==> src/rtl/im_loader_pkg.sv <==
// Shared types and constants for the boot-time instruction-memory loader.
// The CHECK state is only reachable when IM_LOADER_CHECKSUM_EN is defined.
package im_loader_pkg;

    localparam int unsigned IM_WORD_W     = 32;
    localparam int unsigned IM_BYTE_SHIFT = 2;

    typedef enum logic [1:0] {
        StIdle,
        StLoad,
        StCheck,
        StDone
    } state_e;

endpackage

==> src/rtl/im_loader_if.sv <==
// Control, image-stream and memory-write signals of the instruction-memory loader.
// slave is the loader side; master is the host/boot controller side.
interface im_loader_if #(
    parameter int unsigned ADDR_W = 10
);
    logic                                 start;
    logic [ADDR_W:0]                      word_count;
    logic [im_loader_pkg::IM_WORD_W-1:0]  in_data;
    logic                                 in_valid;
    logic                                 in_ready;
    logic [im_loader_pkg::IM_WORD_W-1:0]  im_DATA;
    logic [31:0]                          im_ADDR;
    logic                                 im_WE;
    logic                                 pc_RESET;
    logic                                 busy;
    logic                                 done;
    logic                                 err;

    modport master (
        output start, word_count, in_data, in_valid,
        input  in_ready, im_DATA, im_ADDR, im_WE, pc_RESET, busy, done, err
    );

    modport slave (
        input  start, word_count, in_data, in_valid,
        output in_ready, im_DATA, im_ADDR, im_WE, pc_RESET, busy, done, err
    );

endinterface

==> src/rtl/im_loader_cksum.sv <==
// Wrapping 32-bit image checksum: cleared at load start, summed per accepted word,
// compared against the trailing word. Used only with IM_LOADER_CHECKSUM_EN.
module im_loader_cksum
    import im_loader_pkg::*;
(
    input  logic                 CLK,
    input  logic                 RESET,
    input  logic                 clear,
    input  logic                 add,
    input  logic [IM_WORD_W-1:0] data,
    input  logic [IM_WORD_W-1:0] expected,
    output logic                 match
);

    logic [IM_WORD_W-1:0] sum_q;

    always_ff @(posedge CLK or posedge RESET) begin
        if (RESET) begin
            sum_q <= '0;
        end else if (clear) begin
            sum_q <= '0;
        end else if (add) begin
            sum_q <= sum_q + data;
        end
    end

    assign match = (sum_q == expected);

endmodule

==> src/rtl/im_loader.sv <==
// Boot-time instruction-memory loader: streams words into IM and holds the PC in reset
// until a complete image is in place. Optional checksum stage: IM_LOADER_CHECKSUM_EN.
module im_loader
    import im_loader_pkg::*;
#(
    parameter int unsigned ADDR_W = 10
) (
    input logic        CLK,
    input logic        RESET,
    im_loader_if.slave bus
);

    localparam logic [ADDR_W:0] DEPTH = {1'b1, {ADDR_W{1'b0}}};

    state_e               state_q, state_d;
    logic [ADDR_W:0]      cnt_q, cnt_d, total_q, total_d, cnt_inc;
    logic [ADDR_W-1:0]    addr_q, addr_d;
    logic [IM_WORD_W-1:0] data_q, data_d;
    logic                 we_q, we_d;
    logic                 err_q, err_d;
    logic                 loaded_q, loaded_d;
    logic                 in_rdy;

`ifdef IM_LOADER_CHECKSUM_EN
    logic ck_clear, ck_add, ck_match;

    im_loader_cksum u_cksum (
        .CLK      (CLK),
        .RESET    (RESET),
        .clear    (ck_clear),
        .add      (ck_add),
        .data     (bus.in_data),
        .expected (bus.in_data),
        .match    (ck_match)
    );
`endif

    // Counter is one bit wider than the address so a full-depth image never wraps to 0.
    assign cnt_inc = cnt_q + {{ADDR_W{1'b0}}, 1'b1};

    always_comb begin
        state_d  = state_q;
        cnt_d    = cnt_q;
        total_d  = total_q;
        addr_d   = addr_q;
        data_d   = data_q;
        we_d     = 1'b0;
        err_d    = err_q;
        loaded_d = loaded_q;
        in_rdy   = 1'b0;
`ifdef IM_LOADER_CHECKSUM_EN
        ck_clear = 1'b0;
        ck_add   = 1'b0;
`endif
        unique case (state_q)
            StIdle: begin
                if (bus.start) begin
                    if (bus.word_count > DEPTH) begin
                        err_d = 1'b1;
                    end else begin
                        err_d    = 1'b0;
                        loaded_d = 1'b0;
                        cnt_d    = '0;
                        total_d  = bus.word_count;
                        state_d  = (bus.word_count == '0) ? StDone : StLoad;
`ifdef IM_LOADER_CHECKSUM_EN
                        ck_clear = 1'b1;
`endif
                    end
                end
            end
            StLoad: begin
                in_rdy = 1'b1;
                if (bus.in_valid) begin
                    we_d   = 1'b1;
                    data_d = bus.in_data;
                    addr_d = cnt_q[ADDR_W-1:0];
                    cnt_d  = cnt_inc;
`ifdef IM_LOADER_CHECKSUM_EN
                    ck_add = 1'b1;
                    if (cnt_inc == total_q) state_d = StCheck;
`else
                    if (cnt_inc == total_q) state_d = StDone;
`endif
                end
            end
`ifdef IM_LOADER_CHECKSUM_EN
            StCheck: begin
                in_rdy = 1'b1;
                if (bus.in_valid) begin
                    if (ck_match) begin
                        state_d = StDone;
                    end else begin
                        err_d   = 1'b1;
                        state_d = StIdle;
                    end
                end
            end
`endif
            StDone: begin
                loaded_d = 1'b1;
                state_d  = StIdle;
            end
            default: state_d = StIdle;
        endcase
    end

    always_ff @(posedge CLK or posedge RESET) begin
        if (RESET) begin
            state_q  <= StIdle;
            cnt_q    <= '0;
            total_q  <= '0;
            addr_q   <= '0;
            data_q   <= '0;
            we_q     <= 1'b0;
            err_q    <= 1'b0;
            loaded_q <= 1'b0;
        end else begin
            state_q  <= state_d;
            cnt_q    <= cnt_d;
            total_q  <= total_d;
            addr_q   <= addr_d;
            data_q   <= data_d;
            we_q     <= we_d;
            err_q    <= err_d;
            loaded_q <= loaded_d;
        end
    end

    assign bus.in_ready = in_rdy;
    assign bus.im_WE    = we_q;
    assign bus.im_DATA  = data_q;
    assign bus.im_ADDR  = 32'(addr_q) << IM_BYTE_SHIFT;
    assign bus.busy     = (state_q != StIdle);
    assign bus.done     = (state_q == StDone);
    assign bus.err      = err_q;
    assign bus.pc_RESET = RESET | (state_q != StIdle) | ~loaded_q;

endmodule

==> src/flat_wrapper.sv <==
// flat-port wrapper written by rule: the top's interface ports become plain ports
module im_loader_flat import im_loader_pkg::*;
#(
    parameter int unsigned ADDR_W = 10
)
  (CLK, RESET, bus_start, bus_word_count, bus_in_data, bus_in_valid, bus_in_ready, bus_im_DATA, bus_im_ADDR, bus_im_WE, bus_pc_RESET, bus_busy, bus_done, bus_err);
  im_loader_if #(.ADDR_W(ADDR_W)) bus_i ();
  input logic CLK;
  input logic RESET;
  input wire logic [$bits(bus_i.start)-1:0] bus_start;
  input wire logic [$bits(bus_i.word_count)-1:0] bus_word_count;
  input wire logic [$bits(bus_i.in_data)-1:0] bus_in_data;
  input wire logic [$bits(bus_i.in_valid)-1:0] bus_in_valid;
  output wire logic [$bits(bus_i.in_ready)-1:0] bus_in_ready;
  output wire logic [$bits(bus_i.im_DATA)-1:0] bus_im_DATA;
  output wire logic [$bits(bus_i.im_ADDR)-1:0] bus_im_ADDR;
  output wire logic [$bits(bus_i.im_WE)-1:0] bus_im_WE;
  output wire logic [$bits(bus_i.pc_RESET)-1:0] bus_pc_RESET;
  output wire logic [$bits(bus_i.busy)-1:0] bus_busy;
  output wire logic [$bits(bus_i.done)-1:0] bus_done;
  output wire logic [$bits(bus_i.err)-1:0] bus_err;
  assign bus_i.start = bus_start;
  assign bus_i.word_count = bus_word_count;
  assign bus_i.in_data = bus_in_data;
  assign bus_i.in_valid = bus_in_valid;
  assign bus_in_ready = bus_i.in_ready;
  assign bus_im_DATA = bus_i.im_DATA;
  assign bus_im_ADDR = bus_i.im_ADDR;
  assign bus_im_WE = bus_i.im_WE;
  assign bus_pc_RESET = bus_i.pc_RESET;
  assign bus_busy = bus_i.busy;
  assign bus_done = bus_i.done;
  assign bus_err = bus_i.err;
  im_loader #(.ADDR_W(ADDR_W)) u_core (.CLK(CLK), .RESET(RESET), .bus(bus_i));
endmodule
==> config.mk <==
export PLATFORM = sky130hd
export DESIGN_NAME = im_loader_flat
export DESIGN_NICKNAME = d
export VERILOG_FILES = /design/src/rtl/im_loader_pkg.sv /design/src/rtl/im_loader_if.sv /design/src/rtl/im_loader_cksum.sv /design/src/rtl/im_loader.sv /design/src/flat_wrapper.sv
export SDC_FILE = /design/constraint.sdc
export NUM_CORES = 1
export LEC_CHECK = 0
export CORE_ASPECT_RATIO = 0.9
export CORE_MARGIN = 10
export CORE_UTILIZATION = 40
export CTS_BUF_LIST = sky130_fd_sc_hd__clkbuf_4
export DETAILED_ROUTE_END_ITERATION = 10
export PLACE_DENSITY_LB_ADDON = 0.12
export SLEW_MARGIN = 20
export SYNTH_ARGS = -nofsm -noshare
export SYNTH_HDL_FRONTEND = slang
export SYNTH_HIERARCHICAL = 1
export SYNTH_SLANG_ARGS = --single-unit
==> constraint.sdc <==
create_clock -name CLK -period 2.4 [get_ports CLK]
set_clock_uncertainty 0.2 [all_clocks]
set_input_delay 0.48 -clock CLK [delete_from_list [all_inputs] [get_ports CLK]]
set_output_delay 0.48 -clock CLK [all_outputs]
set_load 0.03 [all_outputs]
# ---- Word level (Yosys, flattened, before mapping)
# Cells that the tools add are included.
dict set report word_totals {
  regBits 69
  ram_bits 0
  elab_cells 49
  inputBits 47
  latch_bits 0
  mem_bits_ro 0
  out_inout_bits 70
  memories 0
}
dict set report op_classes {
  div 0
  shifts 0
  n_lt_le_gt_ge 1
  bitwise 4
  mul 0
  reduce_logical 11
  muxes 17
  n_eq_ne 7
  add_sub_neg 1
}
# cell n
set ops {}
lappend ops {{11-bit two-way mux} 3}
lappend ops {{11-bit case mux with 2 select lines} 1}
lappend ops {{11-bit by 1-bit adder with 11-bit output, second input constant} 1}
lappend ops {{11-bit equality test} 1}
lappend ops {{11-bit > comparator, second input constant} 1}
lappend ops {{11-bit zero test} 1}
lappend ops {{2-bit two-way mux} 5}
lappend ops {{4-bit AND reduction} 2}
lappend ops {{1-bit two-way mux} 6}
lappend ops {{2-bit != test, second input constant} 3}
lappend ops {{3-bit AND reduction} 2}
lappend ops {{2-bit nonzero test} 3}
lappend ops {{2-bit case mux with 2 select lines} 1}
lappend ops {{2-bit AND reduction} 2}
lappend ops {{2-bit by 1-bit equality test with 1-bit output, second input constant} 1}
lappend ops {{2-bit equality test, second input constant} 1}
lappend ops {{2-bit zero test} 1}
lappend ops {{2-bit by 1-bit != test with 1-bit output, second input constant} 1}
lappend ops {{1-bit NOT} 2}
lappend ops {{1-bit OR} 2}
lappend ops {{1-bit case mux with 2 select lines} 1}

# ---- Depth between registers and ports, before layout
# Gate-level depths: netlist (run 1).
dict set report logic_depth {
  depth_word 5
  mapped_depth 7
  ltp_nobuf 7
}

# ---- Least setup slack after synthesis (run 1)
# No wires, ideal clock.
dict set report synth_timing {
  path_kind {input port to output port}
  startpoint {in RESET}
  endpoint {out bus_pc_RESET}
  n_path_buf 0
  arrival_time_ns 2.623
  slack_ns -0.903
  stages 2
  t_required_ns 1.720
  path_cell_list {inv_1 -> nand3_1}
}
dict set report synth_via {
  elab_chain_len 2
}
# item line
set synth_lines {}
lappend synth_lines {{from (decl)} flat_wrapper.sv:9} ;# input logic RESET;
lappend synth_lines {{1-bit OR (2 in series)} im_loader.sv:137} ;# assign bus.pc_RESET = RESET | (state_q != StIdle) | ~loaded_q;
lappend synth_lines {{to (decl)} flat_wrapper.sv:18} ;# output wire logic [$bits(bus_i.pc_RESET)-1:0] bus_pc_RESET;
# Every way passes these cells.

# ---- Worst setup path in the final report (run 1)
dict set report layout_timing {
  startpoint {reg u_core.state_q[0]}
  endpoint {out bus_in_ready}
}
dict set report layout_via {
  elab_chain_len 2
}
# item line
set layout_lines {}
lappend layout_lines {{from (decl)} im_loader.sv:15} ;# state_e state_q, state_d;
lappend layout_lines {{from (signal assigned)} im_loader.sv:110} ;# state_q <= StIdle;
lappend layout_lines {{from (signal assigned)} im_loader.sv:119} ;# state_q <= state_d;
lappend layout_lines {{2-bit by 1-bit equality test with 1-bit output} im_loader.sv:55} ;# unique case (state_q)
lappend layout_lines {{1-bit two-way mux} im_loader.sv:55}
lappend layout_lines {{to (decl)} flat_wrapper.sv:14} ;# output wire logic [$bits(bus_i.in_ready)-1:0] bus_in_ready;
# Every way passes these cells.

==> run metrics, run 1 <==
fin cells=around 570; Final min period=2.25 ns; sequential area share after synthesis=52.2%; CP Class=reg2out; CP Max Fanout=7; residual DRC count=0; most common cell after layout, fill and taps aside=nand2_1; routability-driven placement congestion ratio=around 0.76; Critical R2R Capture=u_core/state_q[1]; initial core utilization=41.0%; vias in the first global route=2679; Synth Warn #=6; Die Span X=between 100 and 150 um; post-layout util=55.6%; Rows=31; DPL Wire Length=between 6 and 7 mm; CP Launch Type=flip-flop; Cell Count Post-Placement=553; post-DR wirelength/cell=15.1 um; pin count of the biggest net entering global routing=70; CP cell instances=nor2b_2 > dlygate4sd2_1; Peak VDD IR=0.540 mV; core box area=8070 um2; hold crit path type=reg2reg; antenna violations before repair=0; Buffers on Ports=94; Tot Pwr=5.34 mW; n_diodes=0; relative slew slack=41.0%; fin. max-slew vios=0; status=completed; fillcell total=749; antenna-violating nets left=0; layout cells sized above 1=between 10% and 20%; beginning of the worst hold path=u_core/bus.im_DATA[31]; power density cells=1190 nW/um2; Clk pin slew, worst setup/hold paths=0.11 ns; CP Capture Type=output pin; cells after synthesis=approximately 360; syn avg cell area=9.16 um2; Via density=roughly 4.7; most frequent cells in the layout=nand2_1, clkdlybuf4s50_1, dfrtp_1, conb_1, nor2_1; setup TNS=0 ns; RSZ-0062 raised after global routing=no; cell family with most CP delay=flip-flops; GRT Residual Overflow=0; Clk Latency, worst-skew pair=0.40 ns; WP buf/inv=1; Max Cap Viol=0; Netlist Area Pre-Place=approximately 3300 um2; final WL=8.57 mm; worst-margin pin slew=about 0.88 ns; P_leak=2.13 nW; Yosys reg bits=69; Area Overhead vs Synth=35.7%; DRT Pass-1 Iters=4; CTS root buffer=clkbuf_4; Final Hold Fails=0; clock buffer depth=2; period utilization=93.8%; DR iter-0 viols=182; GRT Util Overall=around 14%; hold endpoint=u_core/bus.im_DATA[31]; CP max stage cell=dfrtp_1; clock sink total=a little under 70; post-synthesis cell type count=38; first-pass GRT wire length=13.9 mm; I/O pin cnt=117; worst endpoint data arrival time=1.57 ns; hold_buf cts=0; vias=2648; Die ar.=12300 um2; hold depth=2; max incr delay on CP=0.47 ns; Die Y=106 um; Fmax=roughly 0.44 GHz; RR Startpoint=u_core/cnt_q[2]; Final Setup Violations=0; R2R cell count=6; TritonCTS clock tree=yes; H-Tree Level Count=3; CTS Buf Count=9; Final nets=just over 500; Critical Path RT=between 1.5 and 2 ns; reg2reg setup slack=0.25 ns
[state kept, by name, summed over array words and instances, names as in the netlist]
signal / count
u_core/bus.im_DATA: 32
u_core/cnt_q: 11
u_core/total_q: 11
u_core/addr_q: 10
u_core/state_q: 2
u_core/bus.err: 1
u_core/bus.im_WE: 1
u_core/loaded_q: 1
[repair_timing]
| item | CTS | global route |
|---|---|---|
| setup buffers | 0 | 0 |
| gates cloned | 0 | 0 |
| setup endpoints to repair | 3 | 2 |
| resized for setup | 3 | 2 |
| pin swaps | 0 | 0 |
[worst register-to-register path, stage by stage (launching register included)]
cell	delay, ns
dfrtp_1	0.58
nand3_4	0.20
nor2_1	0.25
xor2_1	0.10
a311oi_1	0.31
nand4_1	0.20
a211oi_2	0.24
[routing by layer]
metal | routed length, um | track usage (%)
met5 | 0 | 0
met4 | 71 | 2.95
met3 | 852 | 6.58
met2 | 3940 | 21.8
met1 | 3700 | 17.5
[cells by family after synthesis]
family | Yosys count | share of synthesized area [%]
AND/OR/NAND/NOR | 187 | 25.1
flip-flops | 69 | 52.2
buffers and inverters | 43 | 8.06
AO/OA/AOI/OAI | 32 | 5.98
XOR/XNOR | 18 | 4.77
multiplexers | 10 | 3.40
adder cells (fa/ha/maj) | 1 | 0.378
other | 1 | 0.113
[where the power goes]
part / total (mW) / switching, mW / internal (mW)
Combinational: 2.68 / 1.57 / 1.11
Clock: 0.750 / 0.398 / 0.352
Sequential: 1.91 / 0.305 / 1.60
Total: 5.34 / 2.27 / 3.06
[cell usage after synthesis]
| library cell | n | area (um2) |
|---|---|---|
| clkbuf_1 | 9 | 33.8 |
| a211oi_2 | 1 | 12.5 |
| nand4_1 | 2 | 12.5 |
| nor2b_1 | 1 | 6.26 |
| nor2_1 | 19 | 71.3 |
| conb_1 | 1 | 3.75 |
| buf_6 | 2 | 22.5 |
| nor4_1 | 2 | 12.5 |
| a21o_1 | 1 | 7.51 |
| a211oi_1 | 1 | 7.51 |
| and3_1 | 1 | 6.26 |
| a311oi_1 | 1 | 8.76 |
| a22o_1 | 1 | 8.76 |
| buf_4 | 23 | 173 |
| nor3_4 | 2 | 32.5 |
| or2b_1 | 1 | 7.51 |
| mux2_2 | 10 | 113 |
| buf_2 | 3 | 15.0 |
| nor3_1 | 2 | 10.0 |
| xnor2_1 | 14 | 123 |
| nor3b_1 | 1 | 7.51 |
| nand3b_1 | 1 | 7.51 |
| nand4_2 | 2 | 25.0 |
| nand3_1 | 4 | 20.0 |
| o21bai_1 | 1 | 7.51 |
| dfrtp_1 | 69 | 1730 |
| a21oi_1 | 3 | 15.0 |
| nor4b_2 | 2 | 30.0 |
| inv_1 | 6 | 22.5 |
| o21ai_0 | 18 | 90.1 |
| nand3_4 | 2 | 35.0 |
| and2_1 | 1 | 6.26 |
| ha_1 | 1 | 12.5 |
| xor2_1 | 4 | 35.0 |
| o221ai_1 | 1 | 8.76 |
| nand2_1 | 144 | 541 |
| o22a_1 | 1 | 8.76 |
| o31ai_1 | 3 | 22.5 |
[layout make-up]
type                       count  area (um2)  share of cell area (%)
inverter                       6        26.3                   0.585
tap                           99         124                    2.76
clock inverter                 4        48.8                    1.09
multi-input combinational    270        1410                    31.4
sequential                    69        1730                    38.5
clock buffer                  12        90.1                    2.01
timing repair buffer         109        1060                    23.6
[per-stage QoR]
step	cell area (um2)	hold WS (ns)	setup slack (ns)
3_3_place_gp	4350	0.256	-0.0690
4_1_cts	4480	0.289	0.0133
2_1_floorplan	3400	0.281	-0.0736
5_1_grt	4490	0.304	0.00914
6_report	4490	0.284	0.148
3_5_place_dp	4350	0.262	-0.0680
[how the worst max path moves through the flow]
stage | cells past startpoint | endpoint | slack (ns) | startpoint
floorplan | 2 | bus_pc_RESET | -0.07 | RESET
global placement | 6 | u_core/total_q[3] | -0.07 | bus_word_count[0]
detailed placement | 7 | u_core/cnt_q[6] | -0.07 | bus_word_count[0]
CTS | 2 | bus_in_ready | 0.01 | u_core/state_q[0]
global route | 2 | bus_in_ready | 0.009 | u_core/state_q[0]
finish | 2 | bus_in_ready | 0.15 | u_core/state_q[0]
Note: power is estimated with default switching activity, not from simulation.
==> run 2: changes to the inputs <==
CTS_CLUSTER_SIZE = 16   (was unset)
==> results of run 2 <==
Final layout, timing and power as in run 1 (identical DEF).
